--- src/rtl/nw_pkg.sv ---
// Shared definitions for the Needleman-Wunsch score-matrix datapath.
//   DATA_W          : width of a score word held in the score RAM.
//   CNT_*           : neighbour codes sent to the output manager with each read.
//   SEL_*           : which neighbour address the address generator presents.
//   seq_state_t     : states of the read sequencer FSM.
package nw_pkg;

    localparam int DATA_W = 9;

    localparam logic [1:0] CNT_DIAG = 2'd0;
    localparam logic [1:0] CNT_LEFT = 2'd1;
    localparam logic [1:0] CNT_UP   = 2'd2;

    localparam logic [1:0] SEL_NONE = 2'd0;
    localparam logic [1:0] SEL_DIAG = 2'd1;
    localparam logic [1:0] SEL_LEFT = 2'd2;
    localparam logic [1:0] SEL_UP   = 2'd3;

    typedef enum logic [2:0] {
        IDLE,
        RD_DIAG,
        RD_LEFT,
        RD_UP,
        LAST,
        EMIT,
        WAIT_WR,
        FIN
    } seq_state_t;

endpackage

--- src/rtl/score_addr_gen.sv ---
// Cell walker and neighbour address generator for the score matrix.
// Tracks the current cell (i,j) and the two row base addresses so that the
// neighbour addresses need only adders.
//   clk, rst   : clock, asynchronous active-high reset
//   init       : load cell (1,1)
//   advance    : step to the next cell in row-major order (not at the last cell)
//   sel        : SEL_* code choosing which address is driven on ram_addr
//   last_cell  : current cell is (N,N)
//   ram_addr   : selected neighbour address, 0 when sel is SEL_NONE
//   row, col   : current cell (i,j)
module score_addr_gen
    import nw_pkg::*;
#(
    parameter int N      = 2,
    parameter int ADDR_W = $clog2((N + 1) * (N + 1)),
    parameter int IDX_W  = $clog2(N + 1)
) (
    input  logic              clk,
    input  logic              rst,
    input  logic              init,
    input  logic              advance,
    input  logic [1:0]        sel,
    output logic              last_cell,
    output logic [ADDR_W-1:0] ram_addr,
    output logic [IDX_W-1:0]  row,
    output logic [IDX_W-1:0]  col
);

    localparam logic [IDX_W-1:0]  IDX_ONE  = IDX_W'(1);
    localparam logic [IDX_W-1:0]  IDX_N    = IDX_W'(N);
    localparam logic [ADDR_W-1:0] STRIDE   = ADDR_W'(N + 1);
    localparam logic [ADDR_W-1:0] ADDR_ONE = ADDR_W'(1);

    logic [IDX_W-1:0]  i_q, i_d;
    logic [IDX_W-1:0]  j_q, j_d;
    // base_up = (i-1)(N+1), base_cur = i(N+1)
    logic [ADDR_W-1:0] base_up_q, base_up_d;
    logic [ADDR_W-1:0] base_cur_q, base_cur_d;
    logic [ADDR_W-1:0] j_ext;

    always_comb begin
        i_d        = i_q;
        j_d        = j_q;
        base_up_d  = base_up_q;
        base_cur_d = base_cur_q;
        if (init) begin
            i_d        = IDX_ONE;
            j_d        = IDX_ONE;
            base_up_d  = '0;
            base_cur_d = STRIDE;
        end else if (advance) begin
            if (j_q != IDX_N) begin
                j_d = j_q + IDX_ONE;
            end else begin
                // Row advance: slide both bases down one row.
                i_d        = i_q + IDX_ONE;
                j_d        = IDX_ONE;
                base_up_d  = base_cur_q;
                base_cur_d = base_cur_q + STRIDE;
            end
        end
    end

    always_ff @(posedge clk or posedge rst) begin
        if (rst) begin
            i_q        <= '0;
            j_q        <= '0;
            base_up_q  <= '0;
            base_cur_q <= '0;
        end else begin
            i_q        <= i_d;
            j_q        <= j_d;
            base_up_q  <= base_up_d;
            base_cur_q <= base_cur_d;
        end
    end

    assign j_ext = ADDR_W'(j_q);

    always_comb begin
        case (sel)
            SEL_DIAG: ram_addr = base_up_q + j_ext - ADDR_ONE;
            SEL_LEFT: ram_addr = base_cur_q + j_ext - ADDR_ONE;
            SEL_UP:   ram_addr = base_up_q + j_ext;
            default:  ram_addr = '0;
        endcase
    end

    assign last_cell = (i_q == IDX_N) && (j_q == IDX_N);
    assign row       = i_q;
    assign col       = j_q;

endmodule

--- src/rtl/score_read_sequencer.sv ---
// Walks the (N+1)x(N+1) score matrix from (1,1) to (N,N), issuing the diag,
// left and up reads for each cell, forwarding read-valid and neighbour code
// to the output manager one cycle later (aligned with RAM data), pulsing
// signal once all three are captured, and waiting for the PE write-back.
//   clk, rst          : clock, asynchronous active-high reset
//   start             : begin a full-matrix pass (honoured only in IDLE)
//   score_wr_done     : PE wrote score(i,j) (honoured only in WAIT_WR)
//   ram_en, ram_addr  : score RAM read port
//   en_read, count    : ram_data valid / neighbour code for the output manager
//   signal            : one-cycle pulse, present diag/left/up to the PE
//   row, col          : current cell
//   busy, done        : pass in progress / one-cycle completion pulse
module score_read_sequencer
    import nw_pkg::*;
#(
    parameter int N      = 2,
    parameter int ADDR_W = $clog2((N + 1) * (N + 1)),
    parameter int IDX_W  = $clog2(N + 1)
) (
    input  logic              clk,
    input  logic              rst,
    input  logic              start,
    input  logic              score_wr_done,
    output logic              ram_en,
    output logic [ADDR_W-1:0] ram_addr,
    output logic              en_read,
    output logic [1:0]        count,
    output logic              signal,
    output logic [IDX_W-1:0]  row,
    output logic [IDX_W-1:0]  col,
    output logic              busy,
    output logic              done
);

    seq_state_t state_q, state_d;
    logic       ram_en_q, ram_en_d;
    logic       signal_q, signal_d;
    logic       done_q, done_d;
    logic       busy_q, busy_d;
    logic       en_read_q, en_read_d;
    logic [1:0] count_q, count_d;
    logic       init;
    logic       advance;
    logic       last_cell;
    logic [1:0] sel;

    always_comb begin
        state_d = state_q;
        init    = 1'b0;
        advance = 1'b0;
        case (state_q)
            IDLE: begin
                if (start) begin
                    state_d = RD_DIAG;
                    init    = 1'b1;
                end
            end
            RD_DIAG: state_d = RD_LEFT;
            RD_LEFT: state_d = RD_UP;
            RD_UP:   state_d = LAST;
            LAST:    state_d = EMIT;
            EMIT:    state_d = WAIT_WR;
            WAIT_WR: begin
                if (score_wr_done) begin
                    if (last_cell) begin
                        state_d = FIN;
                    end else begin
                        state_d = RD_DIAG;
                        advance = 1'b1;
                    end
                end
            end
            FIN:     state_d = IDLE;
            default: state_d = IDLE;
        endcase

        // Outputs are decoded from the next state so they flop with it.
        ram_en_d = (state_d == RD_DIAG) || (state_d == RD_LEFT) || (state_d == RD_UP);
        signal_d = (state_d == EMIT);
        done_d   = (state_d == FIN);
        busy_d   = (state_d != IDLE);

        // One-cycle pipeline matching the RAM read latency; count holds when idle.
        en_read_d = ram_en_q;
        count_d   = count_q;
        if (ram_en_q) begin
            case (state_q)
                RD_DIAG: count_d = CNT_DIAG;
                RD_LEFT: count_d = CNT_LEFT;
                RD_UP:   count_d = CNT_UP;
                default: count_d = count_q;
            endcase
        end
    end

    always_ff @(posedge clk or posedge rst) begin
        if (rst) begin
            state_q   <= IDLE;
            ram_en_q  <= 1'b0;
            signal_q  <= 1'b0;
            done_q    <= 1'b0;
            busy_q    <= 1'b0;
            en_read_q <= 1'b0;
            count_q   <= CNT_DIAG;
        end else begin
            state_q   <= state_d;
            ram_en_q  <= ram_en_d;
            signal_q  <= signal_d;
            done_q    <= done_d;
            busy_q    <= busy_d;
            en_read_q <= en_read_d;
            count_q   <= count_d;
        end
    end

    always_comb begin
        case (state_q)
            RD_DIAG: sel = SEL_DIAG;
            RD_LEFT: sel = SEL_LEFT;
            RD_UP:   sel = SEL_UP;
            default: sel = SEL_NONE;
        endcase
    end

    score_addr_gen #(
        .N      (N),
        .ADDR_W (ADDR_W),
        .IDX_W  (IDX_W)
    ) u_addr_gen (
        .clk       (clk),
        .rst       (rst),
        .init      (init),
        .advance   (advance),
        .sel       (sel),
        .last_cell (last_cell),
        .ram_addr  (ram_addr),
        .row       (row),
        .col       (col)
    );

    assign ram_en  = ram_en_q;
    assign signal  = signal_q;
    assign done    = done_q;
    assign busy    = busy_q;
    assign en_read = en_read_q;
    assign count   = count_q;

endmodule
--- config.mk ---
export PLATFORM = sky130hd
export DESIGN_NAME = score_read_sequencer
export DESIGN_NICKNAME = d
export VERILOG_FILES = /design/src/rtl/nw_pkg.sv /design/src/rtl/score_addr_gen.sv /design/src/rtl/score_read_sequencer.sv
export SDC_FILE = /design/constraint.sdc
export NUM_CORES = 1
export LEC_CHECK = 0
export ABC_AREA = 1
export CORE_ASPECT_RATIO = 1.75
export CORE_MARGIN = 3
export CORE_UTILIZATION = 45
export DETAILED_ROUTE_END_ITERATION = 8
export PLACE_DENSITY = 0.7
export SYNTH_ARGS = -nofsm -noshare
export SYNTH_HDL_FRONTEND = slang
export SYNTH_SLANG_ARGS = --single-unit
--- constraint.sdc ---
create_clock -name clk -period 2.3 [get_ports clk]
set_input_delay 0.46 -clock clk [delete_from_list [all_inputs] [get_ports clk]]
set_output_delay 0.46 -clock clk [all_outputs]
set_load 0.05 [all_outputs]
# After elaboration in Yosys (flattened, before gate mapping)
# Cells that the tools add are included.
[op_classes] eq_ne=19 add_sub_neg=7 reduce_logical=9 muxes=24
[op_table] op="two-way mux 4 bit" n=6
[op_table] op="one-hot mux 3 bit (8 select lines)" n=1
[op_table] op="== test 3 bit, second input constant" n=6
[op_table] op="== test 3 x 2 -> 1 bit, second input constant" n=4
[op_table] op="two-way mux 2 bit" n=6
[op_table] op="one-hot mux 2 bit (3 select lines)" n=2
[op_table] op="one-hot mux 4 bit (3 select lines)" n=1
[op_table] op="two-way mux 3 bit" n=3
[op_table] op="adder 4 x 2 -> 4 bit" n=2
[op_table] op="== test 2 bit, second input constant" n=4
[op_table] op="subtractor 4 x 1 -> 4 bit, second input constant" n=2
[op_table] op="== test 3 x 1 -> 1 bit, second input constant" n=2
[op_table] op="nonzero test 3 bit" n=2
[op_table] op="two-way mux 1 bit" n=5
[op_table] op="adder 2 x 1 -> 2 bit, second input constant" n=2
[op_table] op="adder 4 x 2 -> 4 bit, second input constant" n=1
[op_table] op="inequality test 2 bit, second input constant" n=2
[op_table] op="AND reduction 2 bit" n=2
[op_table] op="zero test 3 bit" n=1
[op_table] op="== test 2 x 1 -> 1 bit, second input constant" n=1
[op_table] op="logical OR 1 bit" n=2
[op_table] op="nonzero test 2 bit" n=1
[op_table] op="logical AND 1 bit" n=1
[totals] out_inout_bits=15 register_bits=22

# Logic depth before layout (Yosys ltp)
# Gate-level depths: netlist of run 1.
[depth] ltp_word=8 ltp_mapped=13

# Modules after synthesis
# From an unflattened synthesis of run 1, not the netlist that was laid out.
[unflattened] cells_unflattened=175 hier_area_um2=1367.6
[modules_own_cells] mod="score_addr_gen" n_inst=1 area_each_um2=925.9 cells_each=123
[modules_own_cells] mod="score_read_sequencer" n_inst=1 area_each_um2=441.7 cells_each=52

# Worst setup path before layout of run 1
# OpenSTA, ideal clock, no wires.
[synth_path] path_kind="register to output" startpoint="register u_addr_gen.j_q[0] (netlist: u_addr_gen.col[0])" endpoint="output port ram_addr[2]" stages_incl_launch_ff=7 path_buffers=0 setup_slack_ns=-1.094 arrival_ns=2.934 path_cell_list="dfrtp_1 ha_1 inv_1 fa_1 ha_1 xnor2_1 o21ai_0"
[synth_between] elab_chain_len=3
[synth_rtl] item="start, declared" line="score_addr_gen.sv:35" source="logic [IDX_W-1:0] j_q, j_d;"
[synth_rtl] item="start signal, assigned" line="score_addr_gen.sv:72" source="j_q <= j_d;"
[synth_rtl] item="adder 4 x 2 -> 4 bit, on equally long branches" line="score_addr_gen.sv:83, score_addr_gen.sv:82, score_addr_gen.sv:84"
[synth_rtl] item="subtractor 4 x 1 -> 4 bit, on equally long branches" line="score_addr_gen.sv:83, score_addr_gen.sv:82"
[synth_rtl] item="one-hot mux 4 bit (3 select lines) *" line="score_addr_gen.sv:81" source="case (sel)"
[synth_rtl] item="end, declared" line="score_read_sequencer.sv:25" source="output logic [ADDR_W-1:0] ram_addr,"
# Mark *: on every way between the ends. The rest lies on a longest branch, timed or not.

# Worst setup path after layout of run 1
# Ends and elaborated chain as after synthesis.

==> qor.yml, run 1 <==
status:
  status: "complete, but fails checks"
  violations: "setup timing"
logic_synthesis:
  yosysMostFrequentCell: "nand2_1"
  post_synth_num_cell_types: 25
  synthTopCellsByCount: "nand2_1 (45), inv_1 (31), nand3_1 (28), dfrtp_1 (22), nor2_1 (11)"
  synthArstFlopShare_pct: 100.0
  synth-edff-count: 0
  ys_seq_area_share_pct: 38.77
  avgSynthCellArea_um2: 7.846
  syn-cell-area_um2: 1420
  synth.largest_area_cell: "dfrtp_1"
  yosys.area.top_type_share_pct: 38.77
  ys.flop_type: "dfrtp_1"
  syn-instance-count: 181
  ys_seq_elements: 22
  syn-num-nets: 195
  ys_warn_count: 0
  synthTopCellsByArea: "dfrtp_1 (39%), nand2_1 (12%), nand3_1 (9.9%)"
global_route:
  grt_pass1_wl_mm: 5.961
  grt_max_degree: 14
  grt_overflow: 0
  grt_pass1_vias: 1340
  antenna_found_initial: 0
  grtUsageTotal_pct: 19.87
cts:
  holdBufCountCts: 0
  htreeDepth: 1
  cts-root-buf: "clkbuf_8"
  tritoncts: "built"
  cts_buffer_depth: 2
  clkTransAtPathRegs_ps: 80
  cts_buffers: 3
  clock_latency_ps: 260
  cts_sinks: 22
floorplanning:
  die_area_um2: 3892
  start_util_pct: 47.97
  die_h_um: 80.32
  fp-row-count: 26
  die_x_um: 48.47
  io_pins: 19
  core_region_area_um2: 2960
final_layout:
  fillCellCount: 225
  diodes: 0
  drive_gt1_share_pct: 30.32
  areaGrowthSynthToFinish_pct: 44.85
  layout.nets: 236
  stdcell_count: 263
worst_hold_path:
  min_path_type: "register to register"
  min_from: "ram_en"
  whs_path_depth: 0
worst_setup_path:
  r2r_cells: 11
  crit_path_max_incr_delay_ps: 520
  cp.depth: 8
  cp.required_ps: 1840
  startpoint_type: "register"
  cpLargestDelayFamily: "adder cells"
  endpoint_kind: "output pin"
  r2r_start: "u_addr_gen.col[0]"
  critPathArrivalTime_ps: 2190
  cp_cell_sequence: "ha_4, inv_2, fa_2, buf_6, ha_4, xnor2_2, o21ai_4, buf_12"
  cp_max_fo: 3
  path_buf_inv: 3
  critPathKind: "register to output pin"
  crit_top_cell: "ha_4"
  setup.worst_path.start: "u_addr_gen.col[0]"
  critPathSlowestCell: "dfrtp_4"
drt:
  drt_iter0_drc: 47
  via_per_inst: 5.091
  wl_mm: 3.515
  remaining_drc_errors: 0
  post_drt_wl_per_cell_um: 13.37
  firstDrtPassIters: 4
  ant_nets: 0
  via_count: 1339
place:
  gp_congestion: 0.8490
  port_buffers: 18
  dp.cells: 252
  dp_hpwl_mm: 2.620
sta:
  skew_ps: 5.219
  min_period_ps: 2646
  fmax_mhz: 378.0
  setup_violations: 3
  setup_slack_ps: -345.8
  slew_headroom_pct: 66.67
  hold_ws_ps: 444.0
  hold_viol: 0
  final-max-slew-violation-count: 0
  tns_ps: -968.7
  period_share_pct: 115.0
  tightest_slew_ps: 498.4
  grt_setup_unrepaired: "yes"
power:
  finalPower_mw: 2.902
  power_leakage_nw: 1.025
  peakVddDrop_mv: 1.109
  powerDensity_nw_per_um2: 1411
job:
  cap_violations: 0
## through the flow
| step | utilization, % | area, um^2 | setup WS, ps |
|---|---|---|---|
| final | 69.48 | 2057 | -345.8 |
| after global routing | 69.48 | 2057 | -436.3 |
| after CTS | 68.34 | 2023 | -331.6 |
| after detailed placement | 63.48 | 1879 | -88.79 |
| after global placement | 63.48 | 1879 | -27.72 |
| after floorplan | - | 1521 | -129.3 |
## layout make-up
| cell class | instances | area (um^2) | share of cell area, % |
|---|---|---|---|
| Tap cell | 42 | 52.55 | 2.555 |
| Clock inverter | 1 | 30.03 | 1.460 |
| Multi-Input combinational cell | 123 | 854.6 | 41.55 |
| Sequential cell | 22 | 555.5 | 27.01 |
| Inverter | 33 | 128.9 | 6.265 |
| Clock buffer | 3 | 41.29 | 2.007 |
| Timing Repair Buffer | 39 | 394.1 | 19.16 |
## metal layers
layer | part of all wire, % | vias up | global-route usage [%]
li1 | - | 662 | -
met1 | 38 | 642 | 20.54
met2 | 57 | 27 | 38.40
met3 | 2.2 | 8 | 2.597
met4 | 2.0 | 0 | 10.26
met5 | 0 | - | 0
## timing repair
item,4_1_cts,5_1_grt
setup buffers,4,3
resized for setup,9,4
endpoints found under the setup margin,3,3
pin swaps,12,1
## logic make-up after synthesis
family,synth area share (%)
AOI/OAI and AO/OA,4.581
xor gates and xnor gates,1.234
adders and majority gates,9.868
buffers and inverters,10.13
DFF,38.77
and+or+nand+nor,35.42
## worst reg2reg max path: stages, from the launching register on
cell and delay (ps):
dfrtp_4 460, inv_4 50, buf_4 120, buf_4 120, buf_4 120, nand3_2 70, nand2_2 100, nor2_8 180
nand2_4 140, nand2_1 140, nand2_1 70, nand2_1 50
## sequential cells by signal (all words and copies together) (netlist names)
| signal | count |
|---|---|
| busy | 1 |
| count | 2 |
| done | 1 |
| en_read | 1 |
| ram_en | 1 |
| signal | 1 |
| state_q | 3 |
| u_addr_gen.base_cur_q | 4 |
| u_addr_gen.base_up_q | 4 |
| u_addr_gen.col | 2 |
| u_addr_gen.row | 2 |
## worst paths after layout
check / end / slack (ps)
hold / removal: en_read / 440
setup / recovery: ram_addr[2] / -350
min in group asynchronous: u_addr_gen.row[0] / 510
max in group asynchronous: state_q[1] / 1260
setup reg to reg: u_addr_gen.base_cur_q[3] / 640
hold reg to reg: en_read / 440
## where the power goes
| part | internal (mW) | switching, mW | leakage, nW | total (mW) |
|---|---|---|---|---|
| Combinational | 0.806 | 1.12 | 0.718 | 1.93 |
| Clock | 0.232 | 0.124 | 0.0357 | 0.357 |
| Sequential | 0.512 | 0.107 | 0.272 | 0.619 |
| Total | 1.55 | 1.35 | 1.03 | 2.90 |
## cell usage in the layout (no fill, tap or decap), drive strengths merged
| cell type | netlist | final |
|---|---|---|
| a21oi | 1 | 1 |
| a22oi | 1 | 1 |
| and2 | 1 | 1 |
| buf | 2 | 25 |
| bufinv | 0 | 1 |
| clkbuf | 1 | 3 |
| clkdlybuf4s50 | 0 | 14 |
| dfrtp | 22 | 22 |
| fa | 2 | 2 |
| ha | 8 | 8 |
| inv | 33 | 33 |
| nand2 | 48 | 48 |
| nand3 | 34 | 34 |
| nand3b | 1 | 1 |
| nand4 | 2 | 2 |
| nor2 | 14 | 14 |
| o21ai | 7 | 7 |
| o221ai | 2 | 2 |
| xnor2 | 2 | 2 |
Note: power is estimated with default switching activity, not from simulation.
==> inputs of run 2 (changes only) <==
ABC_AREA = not set   (was 1)
HOLD_SLACK_MARGIN = 0.05   (was not set)
PLACE_DENSITY = 0.71   (was 0.7)
==> qor.yml, run 2 <==
status:
  status: "complete, but fails checks"
  violations: "setup timing"
final_layout:
  layout_common_cells: "dfrtp_1 (20), inv_1 (14), clkdlybuf4s50_1 (14), buf_4 (14), o21ai_1 (12)"
  drive_gt1_share_pct: 26.32  # -4.0 points
  fillCellCount: 213  # -5.3%
  reg_top3: "u_addr_gen.base_cur_q x4, u_addr_gen.base_up_q x4, state_q x3"
  final_common_cell: "dfrtp_1"
  stdcell_count: 198  # -25%
  post-route-util_pct: 66.95  # -2.5 points
  fin_area_um2: 1843  # -10%
  areaGrowthSynthToFinish_pct: 40.15
  diodes: 0  # unchanged
  layout.nets: 186  # -21%
floorplanning:
  start_util_pct: 47.77  # -0.20 points
  die_x_um: 46.87  # -3.3%
  die_h_um: 77.51  # -3.5%
  die_area_um2: 3633  # -6.7%
  io_pins: 19  # unchanged
  fp-row-count: 25  # -3.8%
  core_region_area_um2: 2753  # -7.0%
logic_synthesis:
  syn-cell-area_um2: 1315  # -7.4%
  syn-instance-count: 141  # -22%
  yosysMostFrequentCell: "dfrtp_1"
  synth-edff-count: 0  # unchanged
  synthArstFlopShare_pct: 100.0  # unchanged
  avgSynthCellArea_um2: 9.326  # +19%
  ys_seq_elements: 22  # unchanged
  ys_seq_area_share_pct: 41.86  # +3.1 points
  post_synth_num_cell_types: 35  # +40%
  ys.flop_type: "dfrtp_1"
  ys_warn_count: 0  # unchanged
  yosys.area.top_type_share_pct: 41.86  # +3.1 points
  synth.largest_area_cell: "dfrtp_1"
  syn-num-nets: 155  # -21%
  synthTopCellsByArea: "dfrtp_1 (42%), ha_1 (7.6%), xnor2_1 (4.7%)"
  synthTopCellsByCount: "dfrtp_1 (22), inv_1 (16), nor2_1 (13), o21ai_1 (12), ha_1 (8)"
drt:
  remaining_drc_errors: 0  # unchanged
  via_count: 1116  # -17%
  post_drt_wl_per_cell_um: 15.57  # +16%
  firstDrtPassIters: 4  # unchanged
  ant_nets: 0  # unchanged
  wl_mm: 3.082  # -12%
  via_per_inst: 5.636  # +11%
  drt_iter0_drc: 12  # -74%
power:
  p_int_mw: 1.417  # -8.6%
  seq_power_share_pct: 23.5  # +2.2 points
  power_leakage_nw: 0.8058  # -21%
  comb_power_share_pct: 62.3  # -4.1 points
  powerDensity_nw_per_um2: 1396  # -1.0%
  finalPower_mw: 2.573  # -11%
  peakVddDrop_mv: 1.023  # -7.7%
  clkPwrFrac_pct: 14.2  # +1.9 points
  swShare_pct: 44.92  # -1.6 points
  power_switching_mw: 1.156  # -14%
worst_setup_path:
  critPathArrivalTime_ps: 2690  # +500 ps
  endpoint_kind: "output pin"
  r2r_start: "u_addr_gen.row[0]"
  cp_max_fo: 2  # -1
  critPathKind: "register to output pin"
  cp.required_ps: 1840  # about the same
  startpoint_type: "register"
  setup.worst_path.start: "u_addr_gen.col[0]"
sta:
  setup_slack_ps: -851.4  # -505.6 ps
  skew_ps: 6.027  # +0.8082 ps
  hold_ws_ps: 423.8  # -20.21 ps
  min_period_ps: 3151  # +505.6 ps
  tightest_slew_ps: 566.8  # +68.44 ps
  fmax_mhz: 317.3  # -16%
  period_share_pct: 137.0  # +22 points
  final-max-slew-violation-count: 0  # unchanged
  tns_ps: -1576  # -607.6 ps
  grt_setup_unrepaired: "yes"
  setup_violations: 3  # unchanged
  hold_viol: 0  # unchanged
  slew_headroom_pct: 62.11  # -4.6 points
place:
  dp_hpwl_mm: 2.401  # -8.4%
  post-place-ws_ps: -649.2  # -560.5 ps
  place_area_um2: 1683  # -10%
  dp.cells: 193  # -23%
  port_buffers: 18  # unchanged
  gp_congestion: 0.8660  # +2.0%
cts:
  cts_buffers: 3  # unchanged
  cts_sinks: 22  # unchanged
  tritoncts: "built"
  clkTransAtPathRegs_ps: 80  # about the same
  clock_latency_ps: 270  # about the same
  cts-root-buf: "clkbuf_8"
  cts_buffer_depth: 2  # unchanged
  htreeDepth: 1  # unchanged
global_route:
  grt_max_degree: 23  # +9
  grt_pass1_wl_mm: 5.216  # -12%
  grt_pass1_vias: 1128  # -16%
  grtUsageTotal_pct: 19.49  # -0.37 points
  grt_overflow: 0  # unchanged
  antenna_found_initial: 0  # unchanged
worst_hold_path:
  min_from: "ram_en"
  min_path_type: "register to register"
job:
  cap_violations: 0  # unchanged
-- run 2: cell types whose count changed in the layout (fill, tap and decap cells not counted), sizes merged, moves of 6 or more --
cell	previous run	this run
o21ai	7	14
inv	33	16
a21oi	1	7
nand3	34	5
buf	25	19
nand2	48	5
-- run 2: worst max-delay path, cell delays in order, from the launching register on --
cell and delay, ps:
dfrtp_2 400, ha_4 140, inv_2 30, fa_1 490, or3b_4 380, or3_4 360, a2111oi_4 280, nand3b_1 190
buf_12 150
-- run 2: kinds of logic (layout without fill, tap and decap cells) --
group / count (synthesis) / count (layout) / synth area share, %
AO/OA/AOI/OAI: 31 / 31 / 14.65
XOR/XNOR: 7 / 7 / 4.662
adder cells (fa/ha/maj): 10 / 10 / 10.66
buffers and inverters: 23 / 53 / 6.755
flip-flops: 22 / 22 / 41.87
multiplexers: 1 / 1 / 0.7612
AND/OR/NAND/NOR: 47 / 47 / 20.65
-- run 2: area by class of cell --
type | count | area, um^2 | area share (%)
Multi-Input combinational cell | 96 | 788.3 | 42.77
Sequential cell | 22 | 553.0 | 30.01
Timing Repair Buffer | 33 | 336.6 | 18.26
Inverter | 16 | 60.06 | 3.259
Clock buffer | 3 | 41.29 | 2.240
Tap cell | 27 | 33.78 | 1.833
Clock inverter | 1 | 30.03 | 1.629
-- run 2: layer usage --
layer	part of all wire, %	vias to the layer above	global-route usage (%)	wire length (um)
met3	2.0	9	2.552	61
li1	-	545	-	-
met2	57	22	34.06	1747
met4	3.0	0	8.587	91
met5	0	-	0	0
met1	38	540	21.89	1181
-- run 2: power groups by stage --
stage               logic (mW)  registers, mW  clock network [mW]
CTS                       1.61          0.603               0.375
finish                    1.60          0.606               0.365
floorplan                0.763          0.811                   0
detailed placement        1.48          0.606                   0
global route              1.72          0.623               0.388
global placement          1.45          0.600                   0
-- run 2: worst paths after layout --
check	slack, ps	end	depth (start not counted)
setup / recovery	-850	ram_addr[3]	8
max in group asynchronous	1530	u_addr_gen.col[1]	3
setup reg to reg	380	u_addr_gen.base_up_q[0]	6
hold / removal	420	en_read	0
min in group asynchronous	520	state_q[2]	3
hold reg to reg	420	en_read	0
-- run 2: timing repair --
action                                  CTS  global route
endpoints found under the setup margin    3             4
pin swaps                                 6             3
buffers inserted                          2             0
hold buffers                              0             0
resized for setup                        12             3
==> inputs of run 3 (changes only) <==
SLEW_MARGIN = 40   (was not set)
TNS_END_PERCENT = 20   (was not set)
==> qor.yml, run 3 (synthesized netlist as in run 2, its figures left out) <==
sta:
  setup_slack_ps: -858.2  # -6.777 ps
  hold_viol: 0  # unchanged
  final-max-slew-violation-count: 0  # unchanged
  hold_ws_ps: 456.1  # +32.31 ps
  slew_headroom_pct: 59.29  # -2.8 points
  min_period_ps: 3158  # +6.777 ps
  skew_ps: 5.687  # -0.3405 ps
  tightest_slew_ps: 609.1  # +42.23 ps
  setup_violations: 3  # unchanged
  period_share_pct: 137.3  # +0.29 points
  fmax_mhz: 316.6  # -0.21%
  grt_setup_unrepaired: "yes"
worst_setup_path:
  critPathKind: "register to output pin"
  critPathArrivalTime_ps: 2700  # about the same
  cp.required_ps: 1840  # about the same
  startpoint_type: "register"
  endpoint_kind: "output pin"
  rrSetupSlack_ps: 380  # about the same
  cp_max_fo: 2  # unchanged
global_route:
  grt.met1_usage_pct: 21.12  # -0.77 points
  grt_max_degree: 20  # -13%
  met3_usage_pct: 3.480  # +0.93 points
  grtUsageTotal_pct: 19.66  # +0.17 points
  antenna_found_initial: 0  # unchanged
  grt_pass1_wl_mm: 5.285  # +1.3%
  grt_pass1_vias: 1182  # +4.8%
  grt-busiest-layer: "met2"
  grt_overflow: 0  # unchanged
  grt_use_met2_pct: 34.74  # +0.68 points
place:
  dp_hpwl_mm: 2.432  # +1.3%
  gp_congestion: 0.8341  # -3.7%
  port_buffers: 18  # unchanged
  place_area_um2: 1660  # -1.3%
cts:
  cts_setup_buffers: 0  # -2
  cts_buffer_depth: 2  # unchanged
  cts_buffers: 3  # unchanged
  holdBufCountCts: 0  # unchanged
  cts_sinks: 22  # unchanged
  tritoncts: "built"
  clkTransAtPathRegs_ps: 80  # about the same
  cts-root-buf: "clkbuf_8"
  clock_latency_ps: 270  # about the same
  htreeDepth: 1  # unchanged
floorplanning:
  die_area_um2: 3633  # unchanged
  core_region_area_um2: 2753  # unchanged
  die_h_um: 77.51  # unchanged
  start_util_pct: 47.77  # unchanged
  fp-row-count: 25  # unchanged
  io_pins: 19  # unchanged
  die_x_um: 46.87  # unchanged
status:
  violations: "setup timing"
  status: "complete, but fails checks"
drt:
  post_drt_wl_per_cell_um: 15.53  # -0.21%
  ant_nets: 0  # unchanged
  wl_mm: 3.060  # -0.71%
  remaining_drc_errors: 0  # unchanged
  via_count: 1124  # +0.72%
  firstDrtPassIters: 4  # unchanged
  drt_iter0_drc: 26  # +14
  via_per_inst: 5.706  # +1.2%
power:
  powerDensity_nw_per_um2: 1346  # -3.6%
  finalPower_mw: 2.351  # -8.6%
  peakVddDrop_mv: 0.8927  # -13%
  power_leakage_nw: 0.7781  # -3.4%
final_layout:
  layout_common_cells: "dfrtp_1 (20), inv_1 (15), clkdlybuf4s50_1 (14), buf_4 (14), o21ai_1 (12)"
  reg_top3: "u_addr_gen.base_cur_q x4, u_addr_gen.base_up_q x4, state_q x3"
  ff_latch_area_um2: 553.0  # unchanged
  final_common_cell: "dfrtp_1"
  fillCellCount: 245  # +15%
  diodes: 0  # unchanged
  multi_input_comb_area_um2: 719.4  # -8.7%
  layout.nets: 185  # -0.54%
  post-route-util_pct: 63.45  # -3.5 points
  fin_area_um2: 1747  # -5.2%
  drive_gt1_share_pct: 20.00  # -6.3 points
  areaGrowthSynthToFinish_pct: 32.83
worst_hold_path:
  min_path_type: "register to register"
job:
  cap_violations: 0  # unchanged
==> run 3: power breakdown <==
| part | internal [mW] | switching [mW] | total [mW] |
|---|---|---|---|
| logic | 0.613 | 0.862 | 1.48 |
| clock network | 0.153 | 0.125 | 0.278 |
| registers | 0.493 | 0.105 | 0.598 |
| total | 1.26 | 1.09 | 2.35 |
==> run 3: metrics by stage <==
stage | std cells | TNS, ps | setup slack (ps)
2_1_floorplan | 141 | -1966 | -861.5
3_3_place_gp | 193 | -842.8 | -519.8
3_5_place_dp | 193 | -1070 | -622.9
4_1_cts | 197 | -1805 | -858.2
5_1_grt | 197 | -2060 | -966.2
6_report | 197 | -1733 | -858.2
==> run 3: timing repair <==
action	in CTS	in global routing
setup endpoints to repair	3	3
gates resized for setup	6	2
pin swaps	0	1
==> run 3: area by class of cell <==
cell class,instances,share of cell area (%)
Inverter,16,3.438
Timing Repair Buffer,32,18.62
Multi-Input combinational cell,96,41.19
Tap cell,27,1.934
Sequential cell,22,31.66
Clock buffer,4,3.152
==> run 3: worst max-delay path, cell delays in order (launching register included) <==
cell	delay [ps]
dfrtp_1	390
ha_4	150
inv_2	30
fa_1	490
or3b_4	380
or3_4	360
a2111oi_4	290
nand3b_1	190
buf_12	150
==> run 3: final timing paths <==
kind | startpoint | to | cells past startpoint
worst min-delay path | ram_en | en_read | 0
worst max register to register | u_addr_gen.row[0] | u_addr_gen.base_up_q[0] | 6
min in group asynchronous | rst | u_addr_gen.base_cur_q[0] | 2
max in group asynchronous | rst | en_read | 3
worst max-delay path | u_addr_gen.base_up_q[0] | ram_addr[3] | 8
worst min register to register | ram_en | en_read | 0
==> run 3: routing by layer <==
| metal | part of all wire [%] | wire [um] |
|---|---|---|
| met2 | 58 | 1770 |
| met3 | 3.5 | 108 |
| met1 | 36 | 1088 |
| met5 | 0 | 0 |
| met4 | 3.0 | 93 |
==> RTL change (settings of run 1) <==
`N` is set to 2 in 2 places; all go to 4.
--- a/src/rtl/score_addr_gen.sv
+++ b/src/rtl/score_addr_gen.sv
@@ -13,3 +13,3 @@
 #(
-    parameter int N      = 2,
+    parameter int N      = 4,
     parameter int ADDR_W = $clog2((N + 1) * (N + 1)),
--- a/src/rtl/score_read_sequencer.sv
+++ b/src/rtl/score_read_sequencer.sv
@@ -15,3 +15,3 @@
 #(
-    parameter int N      = 2,
+    parameter int N      = 4,
     parameter int ADDR_W = $clog2((N + 1) * (N + 1)),
Ports: changed (resized col, ram_addr and row); port bits go from 19 to 22. No check against the original RTL was run, so the function may have changed too.
==> RTL change against run 1 <==
  * Sequential cell count up 4
  * Sequential share of layout area rose by 0.32 points
  * The run still ends with setup timing left
  * Final area grew 16%
  * Critical endpoint is now ram_addr[4]
  * Wire length grew 19%
  * Core utilization is 5.4 points lower
  * Setup slack improved by 0.029 ns
  * Cell count grew 18%
  * Synthesized area rose by 27%
Power is not shown: default switching activity piles up to over one toggle a cycle in this logic, so the estimate is an artifact.
==> RTL change: results (changes against run 1) <==
Run status
The flow ran to the end, but the final reports show violations. The checks that failed: setup timing.

Setup path
The biggest cell delay along the critical path was 0.44 ns (-0.08 ns). The arrival time of data at the critical path endpoint is 2.16 ns (-0.03 ns). The library cell contributing the largest single delay on the critical path is sky130_fd_sc_hd__dfrtp_2. The peak fanout along the critical path is 3 (unchanged).

CTS
The root buffer cell chosen for the clock tree is sky130_fd_sc_hd__clkbuf_8. The clock insertion delay at the later pin of the skew report is 0.28 ns (+0.02 ns). The number of H-tree levels came to 1 (unchanged).

The maximum root-to-sink buffer count is 2 (unchanged). The total CTS buffers was 3 (unchanged). Clock-pin slew was measured on the worst setup and hold paths at 0.09 ns.

Route
The routed length on met3 is 147 um (+88%). The routed length per instance is 13.5 um (+0.99%). The routed via count is 1546 (+15%). The total met2 wirelength after detailed routing is 2310 um (+15%). The highest routed metal layer is met4.

The detailed router's first-iteration violation count is 32 (-32%). The routed metal-1 wirelength came to 1610 um (+19%). The number of detailed-route iterations in the first pass is 4 (unchanged).

Global routing
The global-route track usage on met3 is 0.0381 (+0.0121). The global-route met1 utilization is 0.222 (+0.0170). The wire length of the first global-routing pass came to 6870 um (+15%). The maximum number of pins on one net before global-route repair is 27 (+13). The total routing resource utilization after global routing came to 0.192 (-0.00672). The met2 layer usage reported by global route is 0.321 (-0.0631). The number of antenna violations at the first check in global routing is 0 (unchanged).

Finish
The antenna diode count is 0 (unchanged). In the final layout, the registers with the most flip-flops are u_addr_gen.base_cur_q: 5 flops, u_addr_gen.base_up_q: 5 flops. The number of inserted filler cells in the final layout came to 309 (+37%).

The layout cell share with drive strength beyond 1 came to 0.284 (-0.0191). The final net count was 286 (+21%).

Synthesis
The number of warnings printed during yosys synthesis was 0 (unchanged). The async set-or-reset flop fraction in the synthesized netlist is 1.00 (unchanged). The adder-cell area share of the yosys netlist is 0.126 (+0.0277). The compound-cell area share of the yosys netlist is 0.132 (+0.0861). Counting instances in the post-synthesis netlist gives the leading cell types as sky130_fd_sc_hd__nand2_1, sky130_fd_sc_hd__inv_1, sky130_fd_sc_hd__dfrtp_1. The share of the yosys chip area belonging to registers is 0.361 (-0.0266). The net count of the mapped netlist is 251 (+29%). The xor/xnor share of the synthesized area was 0.0243 (+0.0120). The portion of netlist area occupied by mux cells is 0 (unchanged). The number of library cell types mapped by synthesis was 29 (+16%).

After synthesis, the cell types taking the most area are sky130_fd_sc_hd__dfrtp_1, sky130_fd_sc_hd__nand2_1, sky130_fd_sc_hd__ha_1.

STA
The tightest slew margin relative to the limit came to 0.665 (-0.00216). The clock tree skew after final layout is 0.00572 ns (+0.000499 ns). The final worst setup slack is -0.317 ns (+0.0293 ns).

The total of endpoints with negative setup slack in the final report was 4 (+1).

Placement
The placed cell area came to 2280 um2 (+22%). The global placement routability congestion is 0.772 (-9.1%). The number of I/O port buffers is 21 (+3). The half-perimeter wire length of the detailed placement result is 3180 um (+22%).

Worst hold path
The worst min-delay path category is reg -> reg.
-- RTL change: worst max-delay path: cells and delay by family, from the launching register on --
| kind | cells | cell delay, ns |
|---|---|---|
| buffers and inverters | 3 | 0.26 |
| AND/OR/NAND/NOR | 5 | 0.46 |
| flip-flops | 1 | 0.44 |
| adder cells (fa/ha/maj) | 3 | 0.71 |
-- RTL change: final timing paths --
path / start / endpoint / slack, ns / cells past startpoint
min reg2reg: ram_en$_DFF_PP0_ / en_read$_DFF_PP0_ / 0.44 / 0
max: u_addr_gen.col[0]$_DFFE_PP0P_ / ram_addr[4] / -0.32 / 11
min: ram_en$_DFF_PP0_ / en_read$_DFF_PP0_ / 0.44 / 0
max in group asynchronous: rst / u_addr_gen.col[1]$_DFFE_PP0P_ / 1.50 / 3
min in group asynchronous: rst / en_read$_DFF_PP0_ / 0.53 / 3
max reg2reg: u_addr_gen.col[0]$_DFFE_PP0P_ / u_addr_gen.base_cur_q[3]$_DFFE_PP0P_ / 0.44 / 10
-- RTL change: metrics by stage --
step | std cells | setup TNS [ns] | setup WS, ns
detailed placement | 305 | -0.0273 | -0.0273
finish | 310 | -1.05 | -0.317
global placement | 305 | -0.0000880 | -0.0000880
CTS | 310 | -1.05 | -0.287
global route | 310 | -1.29 | -0.362
floorplan | 230 | -0.228 | -0.0943
-- RTL change: final cells by class --
class | count | area [um2] | area share
clock buffers | 4 | 55.1 | 0.0230
multi-input cells | 158 | 1110 | 0.462
inverters | 43 | 164 | 0.0684
flip-flops and latches | 26 | 654 | 0.273
repair buffers | 33 | 358 | 0.149
well taps | 46 | 57.6 | 0.0240
-- RTL change: timing repair --
item	in CTS	in global routing
buffers inserted	1	0
pin swaps	3	3
gates resized for setup	6	9
setup endpoints to repair	4	5
